File: config.mk
export PLATFORM = sky130hd
export DESIGN_NAME = bin_to_gray_enc
export DESIGN_NICKNAME = d
export VERILOG_FILES = /design/src/rtl/bin_to_gray_enc.sv
export SDC_FILE = /design/constraint.sdc
export NUM_CORES = 1
export LEC_CHECK = 0
export BUFFER_PORTS_ARGS = -buffer_cell sky130_fd_sc_hd__buf_2
export CELL_PAD_IN_SITES_DETAIL_PLACEMENT = 0
export CELL_PAD_IN_SITES_GLOBAL_PLACEMENT = 1
export CORE_AREA = 3 3 58 60
export DETAILED_ROUTE_END_ITERATION = 12
export DIE_AREA = 0 0 61 63
export PLACE_DENSITY_LB_ADDON = 0.1
export SLEW_MARGIN = 20
export SYNTH_ARGS = -nofsm -noshare
export SYNTH_HDL_FRONTEND = slang
export SYNTH_SLANG_ARGS = --single-unit
File: constraint.sdc
create_clock -name clk -period 2.65 [get_ports clk]
set_clock_uncertainty 0.05 [all_clocks]
set_input_delay 0.53 -clock clk [delete_from_list [all_inputs] [get_ports clk]]
set_output_delay 0.53 -clock clk [all_outputs]
set_load 0.01 [all_outputs]
File: src/rtl/bin_to_gray_enc.sv
// bin_to_gray_enc: binary-to-Gray encoder with a 2-entry output FIFO and an internal counter source.
// Define BIN_TO_GRAY_PARITY_EN to add out_parity, the XOR of each source word, stored with its entry.
module bin_to_gray_enc #(
  parameter int WIDTH = 4
) (
  input  logic             clk,
  input  logic             rst,
  input  logic             in_valid,
  output logic             in_ready,
  input  logic [WIDTH-1:0] in_binary,
  input  logic             src_sel,
  output logic             out_valid,
  input  logic             out_ready,
  output logic [WIDTH-1:0] out_gray,
  output logic [WIDTH-1:0] cnt_value
`ifdef BIN_TO_GRAY_PARITY_EN
  ,
  output logic             out_parity
`endif
);
  localparam int DEPTH = 2;
`ifdef BIN_TO_GRAY_PARITY_EN
  localparam int EW = WIDTH + 1;
`else
  localparam int EW = WIDTH;
`endif
  typedef enum logic [$clog2(DEPTH+1)-1:0] {EMPTY, ONE, FULL} state_t;
  state_t state_q, state_d;
  logic [WIDTH-1:0] cnt_q, cnt_d, src, enc;
  logic [EW-1:0] head_q, head_d, tail_q, tail_d, entry;
  logic push, pop;
  always_comb begin
    src = src_sel ? cnt_q : in_binary;
    enc = src ^ (src >> 1);
`ifdef BIN_TO_GRAY_PARITY_EN
    entry = {^src, enc};
`else
    entry = enc;
`endif
    push = in_valid && in_ready;
    pop = out_valid && out_ready;
    cnt_d = cnt_q + WIDTH'(push && src_sel);
    // head is always the oldest word; tail only fills when a second word waits
    head_d = (push && (state_q == EMPTY || pop)) ? entry
           : (pop && state_q == FULL) ? tail_q : head_q;
    tail_d = (push && !pop && state_q == ONE) ? entry : tail_q;
    state_d = (push && !pop) ? (state_q == EMPTY ? ONE : FULL)
            : (pop && !push) ? (state_q == FULL ? ONE : EMPTY) : state_q;
  end
  always_ff @(posedge clk) begin
    if (rst) begin
      state_q <= EMPTY;
      cnt_q <= '0;
      head_q <= '0;
      tail_q <= '0;
    end else begin
      state_q <= state_d;
      cnt_q <= cnt_d;
      head_q <= head_d;
      tail_q <= tail_d;
    end
  end
  assign in_ready = state_q != FULL;
  assign out_valid = state_q != EMPTY;
  assign out_gray = head_q[WIDTH-1:0];
  assign cnt_value = cnt_q;
`ifdef BIN_TO_GRAY_PARITY_EN
  assign out_parity = head_q[WIDTH];
`endif
endmodule

-- Word-level counts from Yosys, hierarchy flattened
Cells that the tools add are included.
Widths: inputs -> output; s select.
- multipliers: 0
- $add $sub $neg: 1
- shift-type cells: 0
- reduce and logical (&&, ||, !) cells: 15
- order comparisons: 0
- multiplexer cells: 7
- divide/modulo/power cells: 0
- equal/unequal tests: 3
- bitwise gates (word level): 1
- operators with widths (kind ; number):
    $mux 4 ; 3
    $logic_and 1x1->1 ; 8
    $mux 2 ; 3
    $reduce_bool 2->1 ; 3
    $add 4x1->4 ; 1
    $xor 4x3->4 ; 1
    $eq 2x1->1 const B ; 1
    $eq 2x2->1 const B ; 1
    $logic_not 1->1 ; 2
    $logic_not 2->1 ; 1
    $ne 2x2->1 const B ; 1
    $logic_or 1x1->1 ; 1
    $mux 1 ; 1
- memories kept: 0
- input bits: 9
- latch bits: 0
- word-level logic and storage cells: 31
- memory bits (writable): 0
- output and inout bits: 10
- memory bits (read-only): 0
- bits in registers: 14

-- Logic depth before layout (Yosys ltp)
- depth in word-level cells: 6
- gate-level depth with buffers: 7
- mapped depth without buffers: 7

-- Worst setup path after synthesis
No wires, ideal clock.
- path kind: register -> register
- from: register state_q[0]
- to: register tail_q[0]
- setup time: 129 ps
- slack: 959 ps
- stages on the path, launching flop included: 8
- required time: 2471 ps
- path buffers: 1
- arrival: 1512 ps
- clock period less this slack: 1691 ps
- cell sequence: dfxtp_1 -> nand2b_1 -> and2_1 -> ha_1 -> and3b_1 -> clkbuf_1 -> mux2i_1 -> nor2_1
- elaborated cells between the ends (all ways): 8
- those cells by class: eq/ne: 2; reduce/logical: 6
- RTL lines (what ; line ; source):
    start: declaration ; 28 ; state_t state_q, state_d;
    start signal: assignment ; 57 ; state_q <= state_d;
    $ne 2x2->1 ; 63 ; assign in_ready = state_q != FULL;
    named net in_ready ; 9 ; output logic in_ready,
    $logic_and 1x1->1 ; 40 ; push = in_valid && in_ready;
    $logic_and 1x1->1 (2 in a row) ; 46 ; tail_d = (push && !pop && state_q == ONE) ? entry : tail_q;
    end signal: assignment ; 60 ; tail_q <= tail_d;
    end: declaration ; 30 ; logic [EW-1:0] head_q, head_d, tail_q, tail_d, entry;
The timed path passes the listed nets, and every way through them passes these cells.
A chain may end at the register's enable or synchronous reset.

-- Worst setup path in the final report
- from: register state_q[0]
- to: register tail_q[1]
- word-level cells in the longest chain between the ends: 5
- elaborated cells between the ends (all ways): 8
- those cells by class: eq/ne: 2; reduce/logical: 6
- ends and longest elaborated chain (what ; line ; source):
    $reduce_bool 2->1 ; 64 ; assign out_valid = state_q != EMPTY;
    $logic_and 1x1->1 ; 41 ; pop = out_valid && out_ready;
    $logic_not 1->1 ; 46 ;
    $logic_and 1x1->1 ; 46 ;
    $logic_and 1x1->1 * ; 46 ;
Mark *: on every way between the ends. The rest lies on a longest branch, timed or not.

==> load_flow_metrics.sql <==
INSERT INTO impl_metrics (metric_group, metric, value, unit) VALUES
('power_and_ir_drop', 'netSwitchingPower', '131', 'uW'),
('sta', 'finalHoldViolations', '0', ''),
('power_and_ir_drop', 'internal_power', '360', 'uW'),
('synthesis', 'synth-warning-count', '0', ''),
('worst_hold_path', 'timing.hold.worst_path_depth', '2', ''),
('critical_path', 'cpLargestDelayFamily', 'simple AND/OR/NAND/NOR gates', ''),
('drt', 'postRouteWirelength', '1480', 'um'),
('final_layout', 'fin_nets', '106', ''),
('drt', 'num_vias', '555', ''),
('floorplanning', 'initial_core_util', '24.2', '%'),
('synthesis', 'synth_compound_area_share', '7.83', '%'),
('floorplanning', 'pin_count', '19', ''),
('critical_path', 'crit_path_cell_trace', 'nand2b_1, and2_1, ha_1, and3b_1, mux2i_1, nor2_1', ''),
('clock_network', 'ctsHtreeMaxLevel', '1', ''),
('run_status', 'outcome', 'finished clean', ''),
('critical_path', 'end_kind', 'flop', ''),
('clock_network', 'tritoncts_clock_tree', 'yes', ''),
('place', 'io_buffers', '18', ''),
('critical_path', 'worst_ep_arrival_time', '1800', 'ps'),
('synthesis', 'area_share_of_fa_ha_maj_cells_after_synthesis', '5.22', '%'),
('drt', 'antenna_violating_nets_left', '0', ''),
('final_layout', 'antenna_cells_inserted', '0', ''),
('clock_network', 'post_cts_resized', '0', ''),
('drt', 'violation_count_after_the_first_detailed_routing_iteration', '8', ''),
('grt', 'grt.overflow.total', '0', ''),
('power_and_ir_drop', 'power_frac_seq', '48.0', '%'),
('grt', 'grt_total_usage', '9.24', '%'),
('clock_network', 'post-cts-setup-buffers', '0', ''),
('worst_hold_path', 'holdPathEnd', 'tail_q[3]$_SDFFE_PP0P_', ''),
('power_and_ir_drop', 'pwr-share-comb', '21.3', '%'),
('synthesis', 'ys_seq_elements', '14', ''),
('drt', 'post-route-drc-count', '0', ''),
('critical_path', 'critPathMaxStageDelay', '440', 'ps'),
('floorplanning', 'die-area', '3840', 'um^2'),
('grt', 'number_of_global_route_vias_before_repair', '583', ''),
('sta', 'total_of_endpoints_with_negative_setup_slack_in_the_final_report', '0', ''),
('synthesis', 'yosysUniqueCellTypes', '24', ''),
('sta', 'min_period', '1690', 'ps'),
('sta', 'fin_setup_tns', '0', 'ps'),
('synthesis', 'synth-simple-area-share', '17.6', '%'),
('final_layout', 'layout.cells.non_filler', '126', ''),
('drt', 'drt_pre_antenna_iters', '4', ''),
('place', 'globalplace.congestion', '0.712', ''),
('clock_network', 'cts.path.max_buffers', '2', ''),
('power_and_ir_drop', 'switching_share', '26.6', '%'),
('clock_network', 'cts_sinks', '14', ''),
('final_layout', 'drive_above_1_share', '28.0', '%'),
('critical_path', 'worst-path-max-fanout', '8', ''),
('worst_hold_path', 'hold_path.startpoint', 'tail_q[3]$_SDFFE_PP0P_', ''),
('floorplanning', 'placementRows', '20', ''),
('floorplanning', 'die_w', '61', 'um'),
('final_layout', 'layout_commonest_cell', 'sky130_fd_sc_hd__buf_2', ''),
('worst_hold_path', 'hold_crit_class', 'reg -> reg', ''),
('sta', 'final-max-slew-violation-count', '0', ''),
('critical_path', 'timing.critical_path.from_type', 'flop', ''),
('synthesis', 'syn_avg_cell_area', '9.72', 'um^2'),
('synthesis', 'post_synth_xor_area_fraction', '11.0', '%'),
('final_layout', 'flow.area_growth_from_synthesis', '21.7', '%'),
('clock_network', 'cts_hold_buffers', '0', ''),
('sta', 'worst-slew-pin-transition', '315', 'ps'),
('sta', 'final.period_utilization', '63.7', '%'),
('sta', 'timing.fmax', '592', 'MHz'),
('critical_path', 'worst-endpoint-required', '2770', 'ps'),
('final_layout', 'final_design_area_no_fill', '876', 'um^2'),
('floorplanning', 'fp.coreArea', '2980', 'um^2'),
('power_and_ir_drop', 'power-per-cell-area', '561', 'nW/um^2'),
('synthesis', 'syn-instance-count', '74', ''),
('critical_path', 'crit_type', 'reg -> reg', ''),
('synthesis', 'sequential_fraction_of_the_synthesis_area', '39.0', '%'),
('sta', 'max_slew_margin', '78.9', '%'),
('grt', 'grt_pass1_wl', '2660', 'um');
-- logic make-up after synthesis --
family | Yosys count
AO/OA/AOI/OAI | 7
XOR/XNOR | 9
adder cells (fa/ha/maj) | 3
buffers and inverters | 4
flip-flops | 14
multiplexers | 12
AND/OR/NAND/NOR | 25
-- metal layers --
layer	routed length, um	global-route usage [%]	up-vias	share of wire (%)
li1	-	-	289	-
met3	112	2.89	2	7.6
met4	18	4.88	0	1.2
met1	717	12.6	251	48
met2	635	12.7	13	43
met5	0	0	-	0
-- power by group through the flow --
stage	clock (mW)	combinational (mW)	sequential, mW
6_report	0.151	0.105	0.236
5_1_grt	0.172	0.119	0.239
4_1_cts	0.160	0.107	0.236
3_5_place_dp	0	0.107	0.241
3_3_place_gp	0	0.107	0.241
2_1_floorplan	0	0.0718	0.243
-- metrics by stage --
| step | utilization, % | setup WS [ps] | total power [mW] |
|---|---|---|---|
| finish | 29.4 | 962 | 0.491 |
| global route | 29.4 | 746 | 0.530 |
| CTS | 29.4 | 935 | 0.502 |
| detailed placement | 28.2 | 926 | 0.347 |
| global placement | 28.2 | 944 | 0.348 |
| floorplan | - | 959 | 0.315 |
-- sequential cells by signal, summed over array words and instances (netlist names) --
name	count
out_gray	4
cnt_value	4
tail_q	4
state_q	2
-- cell type report --
cell class | instances | area (um^2)
clock buffers | 4 | 36.3
fillers | 327 | 2100
inverters | 1 | 3.75
multi-input cells | 56 | 424
flip-flops and latches | 14 | 280
well taps | 33 | 41.3
repair buffers | 18 | 90.1
-- worst max-delay path by stage --
stage,start,end,slack (ps),depth (start not counted)
after detailed placement,in_valid,tail_q[1]$_SDFFE_PP0P_,930,6
after CTS,state_q[0]$_SDFFE_PP0P_,tail_q[1]$_SDFFE_PP0P_,940,6
after floorplan,state_q[0]$_SDFFE_PP0P_,tail_q[0]$_SDFFE_PP0P_,960,7
after global routing,state_q[0]$_SDFFE_PP0P_,tail_q[1]$_SDFFE_PP0P_,750,6
after global placement,in_valid,tail_q[1]$_SDFFE_PP0P_,940,6
final,state_q[0]$_SDFFE_PP0P_,tail_q[1]$_SDFFE_PP0P_,960,6
-- tightest hold or removal path, delay by kind of cell, from the launching register on --
kind | cells | cell delay (ps)
and+or+nand+nor | 1 | 90
DFF | 1 | 320
AOI/OAI and AO/OA | 1 | 50
-- cell usage after synthesis --
| cell | count | share of area, % |
|---|---|---|
| sky130_fd_sc_hd__a211oi_1 | 4 | 4.2 |
| sky130_fd_sc_hd__a21bo_4 | 1 | 2.3 |
| sky130_fd_sc_hd__a21oi_1 | 2 | 1.4 |
| sky130_fd_sc_hd__and2_1 | 1 | 0.87 |
| sky130_fd_sc_hd__and3_1 | 1 | 0.87 |
| sky130_fd_sc_hd__and3b_1 | 1 | 1.2 |
| sky130_fd_sc_hd__buf_1 | 1 | 0.52 |
| sky130_fd_sc_hd__clkbuf_1 | 2 | 1.0 |
| sky130_fd_sc_hd__dfxtp_1 | 14 | 39 |
| sky130_fd_sc_hd__ha_1 | 3 | 5.2 |
| sky130_fd_sc_hd__inv_1 | 1 | 0.52 |
| sky130_fd_sc_hd__mux2_4 | 1 | 2.1 |
| sky130_fd_sc_hd__mux2i_1 | 11 | 15 |
| sky130_fd_sc_hd__nand2_1 | 2 | 1.0 |
| sky130_fd_sc_hd__nand2b_1 | 1 | 0.87 |
| sky130_fd_sc_hd__nand3_1 | 1 | 0.69 |
| sky130_fd_sc_hd__nand3b_1 | 1 | 1.0 |
| sky130_fd_sc_hd__nor2_1 | 11 | 5.7 |
| sky130_fd_sc_hd__nor2_2 | 1 | 0.87 |
| sky130_fd_sc_hd__nor2b_1 | 2 | 1.7 |
| sky130_fd_sc_hd__nor3_1 | 2 | 1.4 |
| sky130_fd_sc_hd__or2_4 | 1 | 1.2 |
| sky130_fd_sc_hd__xnor2_1 | 8 | 9.7 |
| sky130_fd_sc_hd__xor2_1 | 1 | 1.2 |
No activity file was read; power rests on OpenSTA's default activity.
